File: src/rtl/contador_pkg.sv
// contador_pkg: shared constants for the button-sequenced LED counter.
//   State encoding, direction encoding, default parameter values and a
//   helper that maps a direction onto the matching run state.
package contador_pkg;

  localparam logic [1:0] ST_STOPPED  = 2'd0;
  localparam logic [1:0] ST_RUN_UP   = 2'd1;
  localparam logic [1:0] ST_RUN_DOWN = 2'd2;

  localparam logic DIR_UP   = 1'b0;
  localparam logic DIR_DOWN = 1'b1;

  localparam int N_DEF       = 18;
  localparam int DB_BITS_DEF = 16;

  function automatic logic [1:0] run_state_for(input logic dir);
    return (dir == DIR_UP) ? ST_RUN_UP : ST_RUN_DOWN;
  endfunction

endpackage

File: src/rtl/contador_ctrl_if.sv
// contador_ctrl_if: board-side signals of the LED counter controller.
//   SW1  start/stop pushbutton, active-high, asynchronous
//   SW2  direction pushbutton, active-high, asynchronous
//   LED0..LED7  count[0]..count[7]
//   master: drives the buttons and watches the LEDs (board / testbench)
//   slave : the controller
interface contador_ctrl_if;

  logic SW1;
  logic SW2;
  logic LED0;
  logic LED1;
  logic LED2;
  logic LED3;
  logic LED4;
  logic LED5;
  logic LED6;
  logic LED7;

  modport master (
    output SW1, SW2,
    input  LED0, LED1, LED2, LED3, LED4, LED5, LED6, LED7
  );

  modport slave (
    input  SW1, SW2,
    output LED0, LED1, LED2, LED3, LED4, LED5, LED6, LED7
  );

endinterface

File: src/rtl/contador_ctrl_debouncer.sv
// debouncer: 2-FF synchroniser, stability counter and press-edge detector
// for one pushbutton.
//   CLK      system clock
//   RSTN     asynchronous active-low reset
//   i_btn    raw asynchronous button level (active-high)
//   o_press  one-cycle pulse on an accepted press; releases give no pulse
// A new level is accepted once the synchronised input has differed from the
// debounced value for 2^DB_BITS consecutive cycles.
module debouncer
  import contador_pkg::*;
#(
  parameter int DB_BITS = DB_BITS_DEF
) (
  input  logic CLK,
  input  logic RSTN,
  input  logic i_btn,
  output logic o_press
);

  logic               r_sync1;
  logic               r_sync2;
  logic               r_db;
  logic               r_db_d;
  logic [DB_BITS-1:0] r_cnt;

  always_ff @(posedge CLK or negedge RSTN) begin
    if (!RSTN) begin
      r_sync1 <= 1'b0;
      r_sync2 <= 1'b0;
      r_db    <= 1'b0;
      r_db_d  <= 1'b0;
      r_cnt   <= '0;
    end else begin
      r_sync1 <= i_btn;
      r_sync2 <= r_sync1;
      r_db_d  <= r_db;
      if (r_sync2 == r_db) begin
        r_cnt <= '0;
      end else if (&r_cnt) begin
        r_db  <= r_sync2;
        r_cnt <= '0;
      end else begin
        r_cnt <= r_cnt + 1'b1;
      end
    end
  end

  assign o_press = r_db & ~r_db_d;

endmodule

File: src/rtl/contador_ctrl.sv
// contador_ctrl: button-sequenced 8-bit prescaled LED counter.
//   CLK   system clock (12 MHz on icezum)
//   RSTN  asynchronous active-low reset
//   bus   contador_ctrl_if.slave: SW1 start/stop, SW2 direction, LED0..LED7
// Parameters: N (prescaler width, one step per 2^N cycles while running),
//             DB_BITS (debounce counter width).
// Build option: define SATURATE_EN to stop at 255 (up) / 0 (down) instead
// of wrapping.
//
// state        | meaning
// -------------+-----------------------------------------------
// ST_STOPPED   | count and prescaler frozen, waiting for SW1
// ST_RUN_UP    | prescaler running, count +1 on every tick
// ST_RUN_DOWN  | prescaler running, count -1 on every tick
module contador_ctrl
  import contador_pkg::*;
#(
  parameter int N       = N_DEF,
  parameter int DB_BITS = DB_BITS_DEF
) (
  input  logic            CLK,
  input  logic            RSTN,
  contador_ctrl_if.slave  bus
);

  logic         w_press1;
  logic         w_press2;
  logic         w_run;
  logic         w_tick;
  logic         w_dir_nxt;
  logic [1:0]   w_state_nxt;
  logic [N-1:0] w_presc_nxt;
  logic [7:0]   w_count_nxt;

  logic [1:0]   r_state;
  logic         r_dir;
  logic [N-1:0] r_presc;
  logic [7:0]   r_count;

  debouncer #(.DB_BITS(DB_BITS)) u_db_sw1 (
    .CLK     (CLK),
    .RSTN    (RSTN),
    .i_btn   (bus.SW1),
    .o_press (w_press1)
  );

  debouncer #(.DB_BITS(DB_BITS)) u_db_sw2 (
    .CLK     (CLK),
    .RSTN    (RSTN),
    .i_btn   (bus.SW2),
    .o_press (w_press2)
  );

  assign w_run     = (r_state == ST_RUN_UP) || (r_state == ST_RUN_DOWN);
  assign w_tick    = w_run && (&r_presc);
  assign w_dir_nxt = w_press2 ? ~r_dir : r_dir;

`ifdef SATURATE_EN
  logic w_at_limit;
  assign w_at_limit = ((r_state == ST_RUN_UP)   && (r_count == 8'hFF)) ||
                      ((r_state == ST_RUN_DOWN) && (r_count == 8'h00));
`endif

  always_comb begin
    w_state_nxt = r_state;
    w_presc_nxt = r_presc;
    w_count_nxt = r_count;
    case (r_state)
      ST_STOPPED: begin
        // A simultaneous SW2 press already picks the toggled direction.
        if (w_press1) begin
          w_state_nxt = run_state_for(w_dir_nxt);
          w_presc_nxt = '0;
        end
      end
      ST_RUN_UP, ST_RUN_DOWN: begin
        // Stop beats a coincident tick: prescaler and count both hold.
        if (w_press1) begin
          w_state_nxt = ST_STOPPED;
        end else begin
          w_presc_nxt = r_presc + 1'b1;
          if (w_press2) begin
            w_state_nxt = (r_state == ST_RUN_UP) ? ST_RUN_DOWN : ST_RUN_UP;
          end
          // The step uses the direction in force before any SW2 toggle.
          if (w_tick) begin
            w_count_nxt = (r_state == ST_RUN_UP) ? r_count + 8'd1
                                                 : r_count - 8'd1;
`ifdef SATURATE_EN
            if (w_at_limit) begin
              w_count_nxt = r_count;
              w_state_nxt = ST_STOPPED;
            end
`endif
          end
        end
      end
      default: begin
        w_state_nxt = ST_STOPPED;
      end
    endcase
  end

  always_ff @(posedge CLK or negedge RSTN) begin
    if (!RSTN) begin
      r_state <= ST_STOPPED;
      r_dir   <= DIR_UP;
      r_presc <= '0;
      r_count <= 8'h00;
    end else begin
      r_state <= w_state_nxt;
      r_dir   <= w_dir_nxt;
      r_presc <= w_presc_nxt;
      r_count <= w_count_nxt;
    end
  end

  assign bus.LED0 = r_count[0];
  assign bus.LED1 = r_count[1];
  assign bus.LED2 = r_count[2];
  assign bus.LED3 = r_count[3];
  assign bus.LED4 = r_count[4];
  assign bus.LED5 = r_count[5];
  assign bus.LED6 = r_count[6];
  assign bus.LED7 = r_count[7];

endmodule

File: src/flat_wrapper.sv
// flat-port wrapper written by rule: the top's interface ports become plain ports
module contador_ctrl_flat import contador_pkg::*;
#(
  parameter int N       = N_DEF,
  parameter int DB_BITS = DB_BITS_DEF
)
  (CLK, RSTN, bus_SW1, bus_SW2, bus_LED0, bus_LED1, bus_LED2, bus_LED3, bus_LED4, bus_LED5, bus_LED6, bus_LED7);
  contador_ctrl_if bus_i ();
  input  logic CLK;
  input  logic RSTN;
  input wire logic [$bits(bus_i.SW1)-1:0] bus_SW1;
  input wire logic [$bits(bus_i.SW2)-1:0] bus_SW2;
  output wire logic [$bits(bus_i.LED0)-1:0] bus_LED0;
  output wire logic [$bits(bus_i.LED1)-1:0] bus_LED1;
  output wire logic [$bits(bus_i.LED2)-1:0] bus_LED2;
  output wire logic [$bits(bus_i.LED3)-1:0] bus_LED3;
  output wire logic [$bits(bus_i.LED4)-1:0] bus_LED4;
  output wire logic [$bits(bus_i.LED5)-1:0] bus_LED5;
  output wire logic [$bits(bus_i.LED6)-1:0] bus_LED6;
  output wire logic [$bits(bus_i.LED7)-1:0] bus_LED7;
  assign bus_i.SW1 = bus_SW1;
  assign bus_i.SW2 = bus_SW2;
  assign bus_LED0 = bus_i.LED0;
  assign bus_LED1 = bus_i.LED1;
  assign bus_LED2 = bus_i.LED2;
  assign bus_LED3 = bus_i.LED3;
  assign bus_LED4 = bus_i.LED4;
  assign bus_LED5 = bus_i.LED5;
  assign bus_LED6 = bus_i.LED6;
  assign bus_LED7 = bus_i.LED7;
  contador_ctrl #(.N(N), .DB_BITS(DB_BITS)) u_core (.CLK(CLK), .RSTN(RSTN), .bus(bus_i));
endmodule
File: config.mk
export PLATFORM = sky130hd
export DESIGN_NAME = contador_ctrl_flat
export DESIGN_NICKNAME = d
export VERILOG_FILES = /design/src/rtl/contador_pkg.sv /design/src/rtl/contador_ctrl_if.sv /design/src/rtl/contador_ctrl_debouncer.sv /design/src/rtl/contador_ctrl.sv /design/src/flat_wrapper.sv
export SDC_FILE = /design/constraint.sdc
export NUM_CORES = 1
export LEC_CHECK = 0
export BUFFER_PORTS_ARGS = -buffer_cell sky130_fd_sc_hd__buf_2
export CELL_PAD_IN_SITES_DETAIL_PLACEMENT = 0
export CELL_PAD_IN_SITES_GLOBAL_PLACEMENT = 1
export CORE_UTILIZATION = 45
export CTS_CLUSTER_DIAMETER = 150
export DETAILED_ROUTE_END_ITERATION = 6
export GPL_TIMING_DRIVEN = 0
export MAX_ROUTING_LAYER = met4
export PLACE_DENSITY_LB_ADDON = 0.1
export SYNTH_ARGS = -nofsm -noshare
export SYNTH_HDL_FRONTEND = slang
export SYNTH_HIERARCHICAL = 1
export SYNTH_SLANG_ARGS = --single-unit
export TNS_END_PERCENT = 20
File: constraint.sdc
create_clock -name CLK -period 2.3 [get_ports CLK]
set_clock_uncertainty 0.2 [all_clocks]
set_input_delay 0.23 -clock CLK [delete_from_list [all_inputs] [get_ports CLK]]
set_output_delay 0.23 -clock CLK [all_outputs]
set_load 0.03 [all_outputs]
==> results of run 1 <==
-- sequential cells by signal (all words and copies together) (netlist names) --
name                     count
u_core/r_presc              18
u_core/u_db_sw1/r_cnt       16
u_core/u_db_sw2/r_cnt       16
u_core/r_count               8
u_core/r_state               2
u_core/r_dir                 1
u_core/u_db_sw1/r_db         1
u_core/u_db_sw1/r_db_d       1
u_core/u_db_sw1/r_sync1      1
u_core/u_db_sw1/r_sync2      1
u_core/u_db_sw2/r_db         1
u_core/u_db_sw2/r_db_d       1
u_core/u_db_sw2/r_sync1      1
u_core/u_db_sw2/r_sync2      1
-- repair_timing --
| item | CTS | global route |
|---|---|---|
| hold buffers | 3 | 0 |
| endpoints found under the setup margin | 9 | 13 |
| gates cloned | 0 | 1 |
| hold endpoints to repair | 71 | 0 |
| setup buffers | 3 | 5 |
| pin swaps | 3 | 4 |
| resized for setup | 7 | 15 |
-- where the power goes --
| part | switching, W | leakage [nW] | total (W) | internal, W |
|---|---|---|---|---|
| clock network | 0.000417 | 0.0836 | 0.000813 | 0.000397 |
| logic | 0.0000470 | 0.896 | 0.0000667 | 0.0000198 |
| registers | 0.00000952 | 0.948 | 0.00123 | 0.00123 |
| total | 0.000473 | 1.93 | 0.00212 | 0.00164 |
-- per-stage QoR --
| step | total power [W] | std cells | TNS [ns] | util (%) |
|---|---|---|---|---|
| after floorplan | 0.00129 | 353 | 0 | - |
| after global placement | 0.00132 | 466 | -0.166 | 49.6 |
| after detailed placement | 0.00132 | 466 | -0.200 | 49.6 |
| after CTS | 0.00216 | 485 | -0.00526 | 52.6 |
| after global routing | 0.00222 | 491 | -0.521 | 54.2 |
| final | 0.00212 | 491 | 0 | 54.2 |
-- logic make-up after synthesis --
family / after synthesis / share of synthesized area (%)
AO/OA/AOI/OAI: 42 / 8.70
AND/OR/NAND/NOR: 150 / 23.9
buffers and inverters: 27 / 3.84
multiplexers: 4 / 1.18
adder cells (fa/ha/maj): 14 / 4.72
XOR/XNOR: 47 / 11.1
flip-flops: 69 / 46.5
-- synth_stat cells (all sizes together) --
| cell | instances | area [sq um] |
|---|---|---|
| a211o | 1 | 8.76 |
| a22oi | 1 | 7.51 |
| dfrtp | 69 | 1730 |
| nor2 | 46 | 173 |
| a31oi | 2 | 12.5 |
| buf | 7 | 67.6 |
| clkbuf | 3 | 11.3 |
| mux2i | 1 | 10.0 |
| and4 | 11 | 101 |
| xnor2 | 20 | 175 |
| nor2b | 5 | 31.3 |
| and3b | 1 | 8.76 |
| o221ai | 1 | 15.0 |
| o22ai | 2 | 12.5 |
| and2 | 5 | 31.3 |
| a21oi | 9 | 45.0 |
| nand3 | 14 | 70.1 |
| a2111oi | 1 | 27.5 |
| a221oi | 3 | 26.3 |
| or2 | 3 | 21.3 |
| nand2b | 3 | 18.8 |
| o2111ai | 1 | 26.3 |
| mux2 | 3 | 33.8 |
| ha | 14 | 175 |
| nand4 | 18 | 188 |
| and3 | 4 | 25.0 |
| or3 | 6 | 37.5 |
| o21ai | 11 | 55.1 |
| a21o | 1 | 7.51 |
| nor3b | 3 | 32.5 |
| nor4b | 1 | 15.0 |
| nand4b | 1 | 8.76 |
| nand2 | 20 | 75.1 |
| o21bai | 5 | 45.0 |
| nor3 | 9 | 50.1 |
| inv | 17 | 63.8 |
| a2bb2oi | 1 | 8.76 |
| o21ba | 1 | 10.0 |
| xor2 | 27 | 236 |
| o21a | 2 | 15.0 |
-- layer usage --
layer | global-route usage [%] | up-vias
li1 | - | 1292
met1 | 22.9 | 1246
met2 | 26.2 | 25
met3 | 3.20 | 8
met4 | 7.69 | 0
met5 | - | -
-- how the worst max path moves through the flow --
stage	from	end	slack, ns	cells past startpoint
2_1_floorplan	u_core/r_state[1]	u_core/r_count[7]	0.06	10
3_3_place_gp	u_core/r_state[0]	u_core/r_count[7]	-0.15	9
3_5_place_dp	u_core/r_state[1]	u_core/r_count[7]	-0.19	10
4_1_cts	u_core/r_state[1]	u_core/r_count[7]	-0.005	9
5_1_grt	u_core/r_state[1]	u_core/r_count[7]	-0.11	9
6_report	u_core/r_state[0]	u_core/r_count[7]	0.01	9
-- cell type report --
class | instances | area, sq um | area share [%]
clock inverter | 3 | 15.0 | 0.353
sequential | 69 | 1730 | 40.7
buffer | 10 | 78.8 | 1.85
tap | 102 | 128 | 3.00
inverter | 17 | 67.6 | 1.59
timing repair buffer | 22 | 168 | 3.94
clock buffer | 10 | 138 | 3.24
multi-input combinational | 258 | 1930 | 45.4
-- critical path, stage by stage, from the launching register on --
cell and delay (ns):
dfrtp_2 0.45, ha_4 0.17, buf_6 0.12, buf_12 0.12, buf_4 0.13, nor4b_2 0.34, a2111oi_4 0.09, o221ai_2 0.19
mux2i_1 0.24, xnor2_1 0.15
==> metrics.cfg, run 1 <==
[routing]
top_layer=met4
routed_via_density=5.24
first_iter_violations=74
wl_met3_um=116
wl_met1_mm=3.40
vias=2571
ant_nets=0
wl_per_cell_um=13.4
first_pass_iters=4
drc_errors=0
wl_mm=6.59
wl_met2_mm=2.97

[setup_path]
worstPathArrival_ns=2.34
end_kind=register
path_max_fanout=4
start_kind=register
worstPathRequired_ns=2.35
reg2reg_slack_ns=0.01
reg2reg_to=u_core/r_count[7]
r2r_cells=9
regToRegStartpoint=u_core/r_state[0]
criticalPathCategory=register to register

[synth]
seq_area_frac_synth_pct=46.5
synth_nets=371
syn_area_per_cell_sq_um=10.5
ys_warn_count=6
synth.distinct_cells=49
synth_area_sq_um=3710
synthCells=353
synth_seq_cells=69

[timing]
tightest_slew_ns=0.858
slew_viol_final=0
layout_min_cycle_time_ns=2.29
post-route-period-util_pct=99.5
slew_headroom_pct=42.8
setup-violations-final=0
finalHoldViolations=0
rsz0062_at_grt=yes
fmax_ghz=0.437
holdWs_ns=0.150
timing.final.ws_setup_ns=0.0115

[power]
ir_drop_uv=290
power_leakage_nw=1.93
cellPowerDensity_nw_per_um2=498

[layout]
final_layout_size_suffix_gt1_share_pct=20.6
layout_commonest_cell=dfrtp_1
area_delta_synth_final_pct=14.6
final_cell_mix=dfrtp_1 (68), nor2_1 (46), xor2_1 (27), xnor2_1 (20), nand2_1 (20)
antenna_cells=0
nFillCells=721
design_area_sq_um=4250
num-nets-final=405

[clocking]
clk_pin_slew_ns=0.08
clk-insertion-delay-late_ns=0.33
clk_path_buf_depth=2
h-tree-depth=3
cts-buffers-inserted=9
clockRootBuffer=clkbuf_8
cts_tree=done
clock_sinks=69

[floorplanning]
core.rowCount=32
die_area_sq_um=8610
core_sq_um=7850
die_h_um=92.8
die_w_um=92.8
initial_utilization_pct=47.3
ios=12

[grt]
grt_pass1_wl_mm=11.6
track_usage_pct=17.4
grt_antenna_before_repair=0
grt_max_degree=70
first_global_vias=2503
grt-ovfl-total=0

[min_path]
whs_endpoint=u_core/u_db_sw1/r_sync2
min-delay-path-class=register to register
hold_path_startpoint=u_core/u_db_sw1/r_sync1
whs_path_depth=0

[place]
placed_cell_area_sq_um=3890
place.gp.congestion=0.741
pre_cts_slack_ns=-0.186
portBuffers=11
dp_hpwl_mm=4.16

[run_status]
status=complete, no violations

[flow_run]
max_cap_violations=0

(Power assumes the default switching activity.)
==> run 2: changes to the inputs <==
- PLACE_DENSITY: default -> 0.84
- PLACE_DENSITY_LB_ADDON: 0.1 -> default
==> run 2 against run 1 <==
Effect of this change: the run now ends with negative setup slack left; sequential share of layout area down 0.39 points; non-clock buffer count up 5; critical path depth up 1; count of clock-buffer cells in the layout down 1; global-route usage down 0.79 points; worst hold slack worse by 0.0064 ns; sequential cell count unchanged; clock power up 3.7%; combinational power about the same; maximum frequency down 1.4%; critical path type unchanged; critical endpoint is now u_core/r_count[6].
==> metrics.cfg, run 2 (same netlist as run 1, synthesis figures left out) <==
[floorplanning]
die_area_sq_um=8610
die_h_um=92.8
ios=12
die_w_um=92.8
core.rowCount=32
core_sq_um=7850
initial_utilization_pct=47.3

[place]
placed_cell_area_sq_um=3890
portBuffers=11
place.gp.congestion=0.801
dp_hpwl_mm=4.28

[setup_path]
cpPeakStageDelay_ns=0.45
slowest_stage=dfrtp_2
r2r_cells=10
criticalPathCategory=register to register
worstPathArrival_ns=2.40
worstPathRequired_ns=2.38
start_kind=register
worst_path_most_repeated_cell=o21ai_1
path_max_fanout=8
end_kind=register
path_cells=ha_4 > buf_6 > buf_4 > xnor2_1 > ha_1 > o21ba_2 > o21ai_1 > o21ai_1 > a211o_1 > nand3_1

[routing]
drc_errors=0
first_pass_iters=4
first_iter_violations=110
wl_mm=6.79
routed_via_density=5.32
ant_nets=0
wl_per_cell_um=13.6
vias=2651

[power]
power_leakage_nw=1.95
cellPowerDensity_nw_per_um2=500
ir_drop_uv=386

[layout]
regMostFlops=u_core/r_presc
design_area_sq_um=4290
num-nets-final=410
nFillCells=716
largest_reg_flops=18
layout_commonest_cell=dfrtp_1
area.sequential_sq_um=1730
final_util_pct=54.7
multi_input_area_sq_um=1940
area_delta_synth_final_pct=15.7
reg_top3=u_core/r_presc: 18 flops, u_core/u_db_sw1/r_cnt: 16 flops, u_core/u_db_sw2/r_cnt: 16 flops
final_cell_mix=dfrtp_1 (68), nor2_1 (46), xor2_1 (27), xnor2_1 (20), nand2_1 (20)
final_layout_size_suffix_gt1_share_pct=21.2
antenna_cells=0

[clocking]
cts-buffers-inserted=9
clk-insertion-delay-late_ns=0.34
cts_tree=done
clk_path_buf_depth=2
h-tree-depth=3
clock_sinks=69
clk_pin_slew_ns=0.08
clockRootBuffer=clkbuf_8

[min_path]
whs_path_depth=0
min-delay-path-class=register to register

[timing]
tns_ns=-0.0210
slew_headroom_pct=42.6
tightest_slew_ns=0.860
timing.final.ws_setup_ns=-0.0210
rsz0062_at_grt=yes
setup-violations-final=1
slew_viol_final=0
layout_min_cycle_time_ns=2.32
post-route-period-util_pct=101
finalHoldViolations=0
holdWs_ns=0.144
fmax_ghz=0.431

[grt]
first_global_vias=2449
track_usage_pct=16.6
grt-ovfl-total=0
grt_antenna_before_repair=0
grt_max_degree=70
grt_pass1_wl_mm=11.0

[run_status]
status=complete, but fails checks
violations=negative setup slack

[flow_run]
max_cap_violations=0

run 2: final timing paths:
kind	start	end	slack (ns)
max	u_core/r_state[0]	u_core/r_count[6]	-0.02
min	u_core/u_db_sw1/r_sync1	u_core/u_db_sw1/r_sync2	0.14
max reg2reg	u_core/r_state[0]	u_core/r_count[6]	-0.02
min reg2reg	u_core/u_db_sw1/r_sync1	u_core/u_db_sw1/r_sync2	0.14
max in group asynchronous	RSTN	u_core/r_state[0]	0.95
min in group asynchronous	RSTN	u_core/r_count[5]	0.33
run 2: per-stage QoR:
step	setup slack (ns)	power [W]	cells
after CTS	-0.0290	0.00218	489
after global placement	-0.125	0.00132	466
after detailed placement	-0.132	0.00132	466
after floorplan	0.0562	0.00129	353
after global routing	-0.165	0.00224	498
final	-0.0210	0.00214	498
run 2: where the power goes:
group | switching, W | leakage [nW] | total [W] | internal [W]
logic | 0.0000472 | 0.915 | 0.0000670 | 0.0000198
registers | 0.00000950 | 0.948 | 0.00123 | 0.00122
clock network | 0.000458 | 0.0888 | 0.000843 | 0.000384
total | 0.000515 | 1.95 | 0.00214 | 0.00163
run 2: timing repair:
action | CTS | global route
hold endpoints to repair | 71 | 0
setup buffers | 5 | 8
pin swaps | 1 | 8
gates cloned | 0 | 1
resized for setup | 7 | 13
setup endpoints to repair | 10 | 14
hold buffers | 3 | 0
run 2: area by class of cell:
class / instances / share of cell area, %
clock inverter: 6 / 0.962
buffer: 10 / 1.84
timing repair buffer: 27 / 4.40
sequential: 69 / 40.3
inverter: 17 / 1.57
clock buffer: 9 / 2.89
tap: 102 / 2.97
multi-input combinational: 258 / 45.1
run 2: layer usage:
metal / part of all wire, % / GRT usage (%)
met2: 50 / 26.7
met4: 1.1 / 6.15
met1: 46 / 19.9
met3: 3.4 / 4.52
met5: 0 / -
run 2: worst max-delay path: cells and delay by family (launching register included):
| kind | cells | cell delay, ns |
|---|---|---|
| XOR/XNOR | 1 | 0.11 |
| AO/OA/AOI/OAI | 4 | 0.78 |
| buffers and inverters | 2 | 0.26 |
| AND/OR/NAND/NOR | 1 | 0.07 |
| flip-flops | 1 | 0.45 |
| adder cells (fa/ha/maj) | 2 | 0.39 |
